===== src/rtl/pixel_fill_writer_if.sv =====
// Command / write-data port between the fill writer and the memory controller.
interface pixel_fill_writer_if;
    logic        mem_cmd_en;
    logic [2:0]  mem_cmd_instr;
    logic [5:0]  mem_cmd_bl;
    logic [29:0] mem_cmd_byte_addr;
    logic        mem_cmd_full;
    logic        mem_wr_en;
    logic [3:0]  mem_wr_mask;
    logic [31:0] mem_wr_data;
    logic        mem_wr_full;
    logic        mem_wr_empty;

    modport master (
        output mem_cmd_en, mem_cmd_instr, mem_cmd_bl, mem_cmd_byte_addr,
        output mem_wr_en, mem_wr_mask, mem_wr_data,
        input  mem_cmd_full, mem_wr_full, mem_wr_empty
    );

    modport slave (
        input  mem_cmd_en, mem_cmd_instr, mem_cmd_bl, mem_cmd_byte_addr,
        input  mem_wr_en, mem_wr_mask, mem_wr_data,
        output mem_cmd_full, mem_wr_full, mem_wr_empty
    );
endinterface


===== src/rtl/pixel_fill_writer.sv =====
// Framebuffer writer: single pixels and rectangle fills, one burst command per row,
// with an optional full-screen clear after memory calibration.
module pixel_fill_writer #(
    parameter int                        X_BITS         = 8,
    parameter int                        Y_BITS         = 8,
    parameter int                        SCREEN_H       = 192,
    parameter logic [29-X_BITS-Y_BITS:0] GFX_PREFIX     = '0,
    parameter bit                        CLEAR_ON_START = 1'b1,
    parameter logic [7:0]                INIT_RGB       = 8'h00
) (
    input  logic                clk,
    input  logic                rst,
    input  logic                calib_done,
    output logic                init_done,
    output logic                ready,
    output logic                done,
    input  logic                pixel_en,
    input  logic [X_BITS-1:0]   pixel_x,
    input  logic [Y_BITS-1:0]   pixel_y,
    input  logic [7:0]          pixel_rgb,
    input  logic                fill_en,
    input  logic [X_BITS-1:0]   fill_x0,
    input  logic [X_BITS-1:0]   fill_x1,
    input  logic [Y_BITS-1:0]   fill_y0,
    input  logic [Y_BITS-1:0]   fill_y1,
    input  logic [7:0]          fill_rgb,
    pixel_fill_writer_if.master mem
);
    localparam int W_BITS = X_BITS - 2;

    typedef enum logic [2:0] {
        INIT, IDLE, ROW_WRITE, ROW_CMD, ROW_WAIT, PIX_CMD
    } state_t;

    state_t state, state_nxt;
    logic   init_mode;

    logic [W_BITS-1:0] cur_w, w0, w1, row_bl;
    logic [1:0]        x0_lo, x1_lo;
    logic [Y_BITS-1:0] row_y, y1;
    logic [7:0]        rgb;
    logic [29:0]       cmd_addr;

    logic accept_pix, accept_fill, fill_bad, load_init, set_init_done;
    logic word_step, row_adv, op_end;

    // Bytes left of x0 in the first word and right of x1 in the last word are masked.
    function automatic logic [3:0] edge_mask(input logic first, input logic last,
                                             input logic [1:0] lo, input logic [1:0] hi);
        logic [3:0] m;
        m = 4'b0000;
        for (int b = 0; b < 4; b++)
            m[b] = (first && (2'(b) < lo)) || (last && (2'(b) > hi));
        return m;
    endfunction

    assign row_bl   = w1 - w0;
    assign cmd_addr = {GFX_PREFIX, row_y, w0, 2'b00};

    always_comb begin
        state_nxt             = state;
        ready                 = 1'b0;
        accept_pix            = 1'b0;
        accept_fill           = 1'b0;
        fill_bad              = 1'b0;
        load_init             = 1'b0;
        set_init_done         = 1'b0;
        word_step             = 1'b0;
        row_adv               = 1'b0;
        op_end                = 1'b0;
        mem.mem_cmd_en        = 1'b0;
        mem.mem_cmd_instr     = 3'b000;
        mem.mem_cmd_bl        = 6'd0;
        mem.mem_cmd_byte_addr = {GFX_PREFIX, {(X_BITS + Y_BITS){1'b0}}};
        mem.mem_wr_en         = 1'b0;
        mem.mem_wr_mask       = 4'b1111;
        mem.mem_wr_data       = 32'd0;

        // Everything is frozen until the memory is calibrated, and silenced during reset.
        if (calib_done && !rst) begin
            case (state)
                INIT: begin
                    if (CLEAR_ON_START) begin
                        load_init = 1'b1;
                        state_nxt = ROW_WRITE;
                    end else begin
                        set_init_done = 1'b1;
                        state_nxt     = IDLE;
                    end
                end
                IDLE: begin
                    ready = !mem.mem_cmd_full && !mem.mem_wr_full;
                    if (ready && pixel_en) begin
                        accept_pix      = 1'b1;
                        mem.mem_wr_en   = 1'b1;
                        mem.mem_wr_data = {4{pixel_rgb}};
                        mem.mem_wr_mask = ~(4'b0001 << pixel_x[1:0]);
                        state_nxt       = PIX_CMD;
                    end else if (ready && fill_en) begin
                        accept_fill = 1'b1;
                        if ((fill_x0 > fill_x1) || (fill_y0 > fill_y1))
                            fill_bad = 1'b1;
                        else
                            state_nxt = ROW_WRITE;
                    end
                end
                ROW_WRITE: begin
                    if (!mem.mem_wr_full) begin
                        mem.mem_wr_en   = 1'b1;
                        mem.mem_wr_data = {4{rgb}};
                        mem.mem_wr_mask = edge_mask(cur_w == w0, cur_w == w1, x0_lo, x1_lo);
                        if (cur_w == w1)
                            state_nxt = ROW_CMD;
                        else
                            word_step = 1'b1;
                    end
                end
                ROW_CMD: begin
                    if (!mem.mem_cmd_full) begin
                        mem.mem_cmd_en        = 1'b1;
                        mem.mem_cmd_bl        = 6'(row_bl);
                        mem.mem_cmd_byte_addr = cmd_addr;
                        state_nxt             = ROW_WAIT;
                    end
                end
                ROW_WAIT: begin
                    // Compare before incrementing so the last row never wraps the counter.
                    if (mem.mem_wr_empty) begin
                        if (row_y == y1) begin
                            op_end    = 1'b1;
                            state_nxt = IDLE;
                        end else begin
                            row_adv   = 1'b1;
                            state_nxt = ROW_WRITE;
                        end
                    end
                end
                PIX_CMD: begin
                    if (!mem.mem_cmd_full) begin
                        mem.mem_cmd_en        = 1'b1;
                        mem.mem_cmd_byte_addr = cmd_addr;
                        op_end                = 1'b1;
                        state_nxt             = IDLE;
                    end
                end
                default: state_nxt = INIT;
            endcase
        end
    end

    always_ff @(posedge clk) begin
        if (rst) begin
            state     <= INIT;
            init_mode <= 1'b0;
            done      <= 1'b0;
            init_done <= 1'b0;
        end else begin
            state <= state_nxt;
            done  <= fill_bad || (op_end && !init_mode);
            if (set_init_done || (op_end && init_mode))
                init_done <= 1'b1;
            if (load_init)
                init_mode <= 1'b1;
            else if (accept_fill || op_end)
                init_mode <= 1'b0;
        end
    end

    always_ff @(posedge clk) begin
        if (load_init) begin
            w0    <= '0;
            cur_w <= '0;
            w1    <= '1;
            x0_lo <= 2'b00;
            x1_lo <= 2'b11;
            row_y <= '0;
            y1    <= Y_BITS'(SCREEN_H - 1);
            rgb   <= INIT_RGB;
        end else if (accept_pix) begin
            w0    <= pixel_x[X_BITS-1:2];
            row_y <= pixel_y;
        end else if (accept_fill) begin
            w0    <= fill_x0[X_BITS-1:2];
            cur_w <= fill_x0[X_BITS-1:2];
            w1    <= fill_x1[X_BITS-1:2];
            x0_lo <= fill_x0[1:0];
            x1_lo <= fill_x1[1:0];
            row_y <= fill_y0;
            y1    <= fill_y1;
            rgb   <= fill_rgb;
        end else if (word_step) begin
            cur_w <= cur_w + W_BITS'(1);
        end else if (row_adv) begin
            row_y <= row_y + Y_BITS'(1);
            cur_w <= w0;
        end
    end
endmodule


===== src/flat_wrapper.sv =====
// flat-port wrapper written by rule: the top's interface ports become plain ports
module pixel_fill_writer_flat 
#(
    parameter int                        X_BITS         = 8,
    parameter int                        Y_BITS         = 8,
    parameter int                        SCREEN_H       = 192,
    parameter logic [29-X_BITS-Y_BITS:0] GFX_PREFIX     = '0,
    parameter bit                        CLEAR_ON_START = 1'b1,
    parameter logic [7:0]                INIT_RGB       = 8'h00
)
  (clk, rst, calib_done, init_done, ready, done, pixel_en, pixel_x, pixel_y, pixel_rgb, fill_en, fill_x0, fill_x1, fill_y0, fill_y1, fill_rgb, mem_mem_cmd_en, mem_mem_cmd_instr, mem_mem_cmd_bl, mem_mem_cmd_byte_addr, mem_mem_wr_en, mem_mem_wr_mask, mem_mem_wr_data, mem_mem_cmd_full, mem_mem_wr_full, mem_mem_wr_empty);
  pixel_fill_writer_if mem_i ();
  input  logic clk;
  input  logic rst;
  input  logic calib_done;
  output logic init_done;
  output logic ready;
  output logic done;
  input  logic pixel_en;
  input  logic [X_BITS-1:0] pixel_x;
  input  logic [Y_BITS-1:0] pixel_y;
  input  logic [7:0] pixel_rgb;
  input  logic fill_en;
  input  logic [X_BITS-1:0] fill_x0;
  input  logic [X_BITS-1:0] fill_x1;
  input  logic [Y_BITS-1:0] fill_y0;
  input  logic [Y_BITS-1:0] fill_y1;
  input  logic [7:0] fill_rgb;
  output wire logic [$bits(mem_i.mem_cmd_en)-1:0] mem_mem_cmd_en;
  output wire logic [$bits(mem_i.mem_cmd_instr)-1:0] mem_mem_cmd_instr;
  output wire logic [$bits(mem_i.mem_cmd_bl)-1:0] mem_mem_cmd_bl;
  output wire logic [$bits(mem_i.mem_cmd_byte_addr)-1:0] mem_mem_cmd_byte_addr;
  output wire logic [$bits(mem_i.mem_wr_en)-1:0] mem_mem_wr_en;
  output wire logic [$bits(mem_i.mem_wr_mask)-1:0] mem_mem_wr_mask;
  output wire logic [$bits(mem_i.mem_wr_data)-1:0] mem_mem_wr_data;
  input wire logic [$bits(mem_i.mem_cmd_full)-1:0] mem_mem_cmd_full;
  input wire logic [$bits(mem_i.mem_wr_full)-1:0] mem_mem_wr_full;
  input wire logic [$bits(mem_i.mem_wr_empty)-1:0] mem_mem_wr_empty;
  assign mem_mem_cmd_en = mem_i.mem_cmd_en;
  assign mem_mem_cmd_instr = mem_i.mem_cmd_instr;
  assign mem_mem_cmd_bl = mem_i.mem_cmd_bl;
  assign mem_mem_cmd_byte_addr = mem_i.mem_cmd_byte_addr;
  assign mem_mem_wr_en = mem_i.mem_wr_en;
  assign mem_mem_wr_mask = mem_i.mem_wr_mask;
  assign mem_mem_wr_data = mem_i.mem_wr_data;
  assign mem_i.mem_cmd_full = mem_mem_cmd_full;
  assign mem_i.mem_wr_full = mem_mem_wr_full;
  assign mem_i.mem_wr_empty = mem_mem_wr_empty;
  pixel_fill_writer #(.X_BITS(X_BITS), .Y_BITS(Y_BITS), .SCREEN_H(SCREEN_H), .GFX_PREFIX(GFX_PREFIX), .CLEAR_ON_START(CLEAR_ON_START), .INIT_RGB(INIT_RGB)) u_core (.clk(clk), .rst(rst), .calib_done(calib_done), .init_done(init_done), .ready(ready), .done(done), .pixel_en(pixel_en), .pixel_x(pixel_x), .pixel_y(pixel_y), .pixel_rgb(pixel_rgb), .fill_en(fill_en), .fill_x0(fill_x0), .fill_x1(fill_x1), .fill_y0(fill_y0), .fill_y1(fill_y1), .fill_rgb(fill_rgb), .mem(mem_i));
endmodule

===== config.mk =====
export PLATFORM = sky130hd
export DESIGN_NAME = pixel_fill_writer_flat
export DESIGN_NICKNAME = d
export VERILOG_FILES = /design/src/rtl/pixel_fill_writer_if.sv /design/src/rtl/pixel_fill_writer.sv /design/src/flat_wrapper.sv
export SDC_FILE = /design/constraint.sdc
export NUM_CORES = 1
export LEC_CHECK = 0
export CORE_AREA = 2 2 97 99
export CTS_CLUSTER_SIZE = 24
export DETAILED_ROUTE_END_ITERATION = 7
export DIE_AREA = 0 0 99 101
export PLACE_DENSITY = 0.78
export REMOVE_ABC_BUFFERS = 1
export SYNTH_ARGS = -nofsm -noshare
export SYNTH_HDL_FRONTEND = slang
export SYNTH_SLANG_ARGS = --single-unit

===== constraint.sdc =====
create_clock -name clk -period 2.7 [get_ports clk]
set_input_delay 0.405 -clock clk [delete_from_list [all_inputs] [get_ports clk]]
set_output_delay 0.405 -clock clk [all_outputs]
set_load 0.02 [all_outputs]

==> metrics <==
Die Ht 101 um; Startpoint Class input port; Seq cells post-synth between 50 and 60; Final Core Density 59.8%; dominant cell type by area after synthesis dfxtp_1; Max clock buf depth 2; Tot GR Track Use a little under a quarter; fin area 5370 um^2; number of diodes 0; Hold Fails Final Rpt 0; status complete, no violations; count leader, synth nand2_1; ys async rst share 0%; maxcap violations 0; post-synthesis xor/xnor area fraction 6.91%; Multi-input gate area 2410 um^2; Gate Count Post-Synth 514; Hold Slack 0.464 ns; Period minus WS final 2.65 ns; hold path start u_core.rgb[6]; CP endpoint kind output port; Starting Density between 40% and 50%; Distinct cells, synth 54; Slew headroom a little over half; clk root buf clkbuf_8; TritonCTS Buffers 5; reg2reg end u_core.row_y[3]; WP data arrival between 2 and 2.5 ns; initial antenna violation count 0; NumNets Final ~740; htree depth 2; Simple-Gate Fraction of Synth Area roughly a fifth; GP Congestion between 0.8 and 0.9; Post-synth EDFFs 0; I/O pins approximately 150; pin count of the biggest net entering global routing 26; most frequent cells after synthesis 59 x nand2_1, 52 x dfxtp_1, 45 x buf_4; Power Total around 0.0017 W; period utilisation layout between 90 and 100%; CTS Hold Bufs 0; Final Non-Filler Cells about 750; vias per cell 5.46; mux cell area share after synthesis 0.669%; Post-DP Area between 5000 and 6000 um^2; Inst Count DP 743; TritonCTS Sinks between 50 and 60; adder-cell share of the synthesized area around 7.8%; Compound-Gate Fraction of Synth Area 22.2%; Post-synth top flop dfxtp_1; Setup Buffers After CTS 0; number of warnings issued by yosys 0; worst min-delay path class reg2reg; row count 35; global-route wire length before repair 19300 um; worst r2r src u_core.state[0]; Hold Path End u_core.rgb[6]; HPWL after DPL 9520 um; WS Path Type in2out; die width slightly below 100 um; Synth-to-Final Area Change 36.6%; CP max FO 9; Routed WL around 12000 um; share of post-route cells with drive strength above 1 10.2%; Synth area leaders dfxtp_1 27%, buf_4 8.6%, ha_1 7.3%; clock skew 0.00597 ns; LEAKAGE between 2 and 3 nW; worst skew pair latency 0.30 ns; Fmax achieved 377 MHz; peak supply drop between 200 and 250 uV; hold-critical path depth 2; post-synthesis sequential area ratio between 20% and 30%; Worst R2R Setup Slack 0.30 ns; Worst-Margin Slew 0.677 ns; IO Port Bufs 132; via count 4104; main combinational cell family by area after synthesis compound AO/OA/AOI/OAI gates; CTS clk-pin slew, worst paths 0.09 ns; PwrDens 309 nW/um^2; die area 10000 um^2; post-route ant nets 0; RSZ-0062 raised after global routing false; vias in the first global route 3981; DRC Markers 0; Register Area between 1000 and 1500 um^2; top cell type's share of synthesized area 26.5%; worst r2r path cells 7; core area between 8000 and 9000 um^2; Overflow after GRT 0; DR WL/cell 16.0 um; Pre-Repair DR Iteration Count 7; Avg Cell Area, Syn 7.64 um^2; DR iter-0 viols 278; fill count 802; CTS tree yes; WP data required roughly 2.3 ns; max-slew violation count 0; Post-Syn Area 3930 um^2; count of final setup violators 0
[worst max-delay path: stages]
cell and delay, ns:
clkdlybuf4s50_1 0.42, nand2b_1 0.17, buf_4 0.18, nor4_2 0.31, buf_4 0.17, clkdlybuf4s50_1 0.59
[logic make-up (layout without fill, tap and decap cells)]
family                     after synthesis  after routing
adders and majority gates               24             24
xor gates and xnor gates                31             31
other                                    1             19
AOI/OAI and AO/OA                      126            126
DFF                                     52             52
buffers and inverters                  102            210
and+or+nand+nor                        176            176
muxes                                    2              2
[power by group]
group | leakage [nW] | switching (W) | internal (W)
sequential | 0.422 | 0.0000257 | 0.000784
combinational | 2.04 | 0.000192 | 0.000196
clock | 0.0455 | 0.000253 | 0.000210
[stage by stage]
stage | setup slack [ns] | setup TNS [ns]
global route | 0.00736 | 0
floorplan | -0.0381 | -1.22
finish | 0.0509 | 0
detailed placement | -0.159 | -5.49
CTS | -0.00569 | -0.00569
global placement | -0.0887 | -2.22
[registers in the layout, indices dropped and copies added, names as in the netlist]
signal / flops
u_core.rgb: 8
u_core.row_y: 8
u_core.y1: 8
u_core.cur_w: 6
u_core.w0: 6
u_core.w1: 6
u_core.state: 3
u_core.x0_lo: 2
u_core.x1_lo: 2
u_core.done: 1
u_core.init_done: 1
u_core.init_mode: 1
[how the worst max path moves through the flow]
stage / end / slack (ns) / startpoint / cells after the start
after global routing: mem_mem_cmd_byte_addr[5] / 0.007 / u_core.state[2] / 5
after floorplan: mem_mem_wr_data[0] / -0.04 / u_core.state[2] / 5
after global placement: mem_mem_wr_data[30] / -0.09 / rst / 6
final: mem_mem_cmd_byte_addr[11] / 0.05 / rst / 6
after detailed placement: mem_mem_wr_data[25] / -0.16 / rst / 6
after CTS: mem_mem_wr_mask[0] / -0.006 / rst / 6
[what timing repair did]
action	4_1_cts	5_1_grt
resized for setup	51	14
pin swaps	0	0
endpoints found under the setup margin	49	9
[cell usage in the layout, fill, tap and decap left out, drive strengths merged, types with 15 or more instances in the layout]
| cell type | n |
|---|---|
| inv | 30 |
| buf | 40 |
| conb | 19 |
| o211ai | 15 |
| nand2 | 59 |
| xnor2 | 20 |
| o21ai | 17 |
| nor2 | 43 |
| dlygate4sd2 | 44 |
| dfxtp | 52 |
| ha | 23 |
| a21oi | 36 |
| clkdlybuf4s50 | 80 |
[layer usage]
layer	part of all wire, %	track usage, %
met4	0.79	4.95
met2	52	42.8
met1	42	29.8
met3	5.2	2.50
met5	0	0
[cell type report]
| type | instances | share of cell area (%) |
|---|---|---|
| Tap cell | 111 | 2.59 |
| Inverter | 30 | 2.10 |
| Clock buffer | 8 | 1.68 |
| Multi-Input combinational cell | 378 | 44.9 |
| Sequential cell | 52 | 19.5 |
| Timing Repair Buffer | 172 | 29.3 |
(Power assumes the default switching activity.)
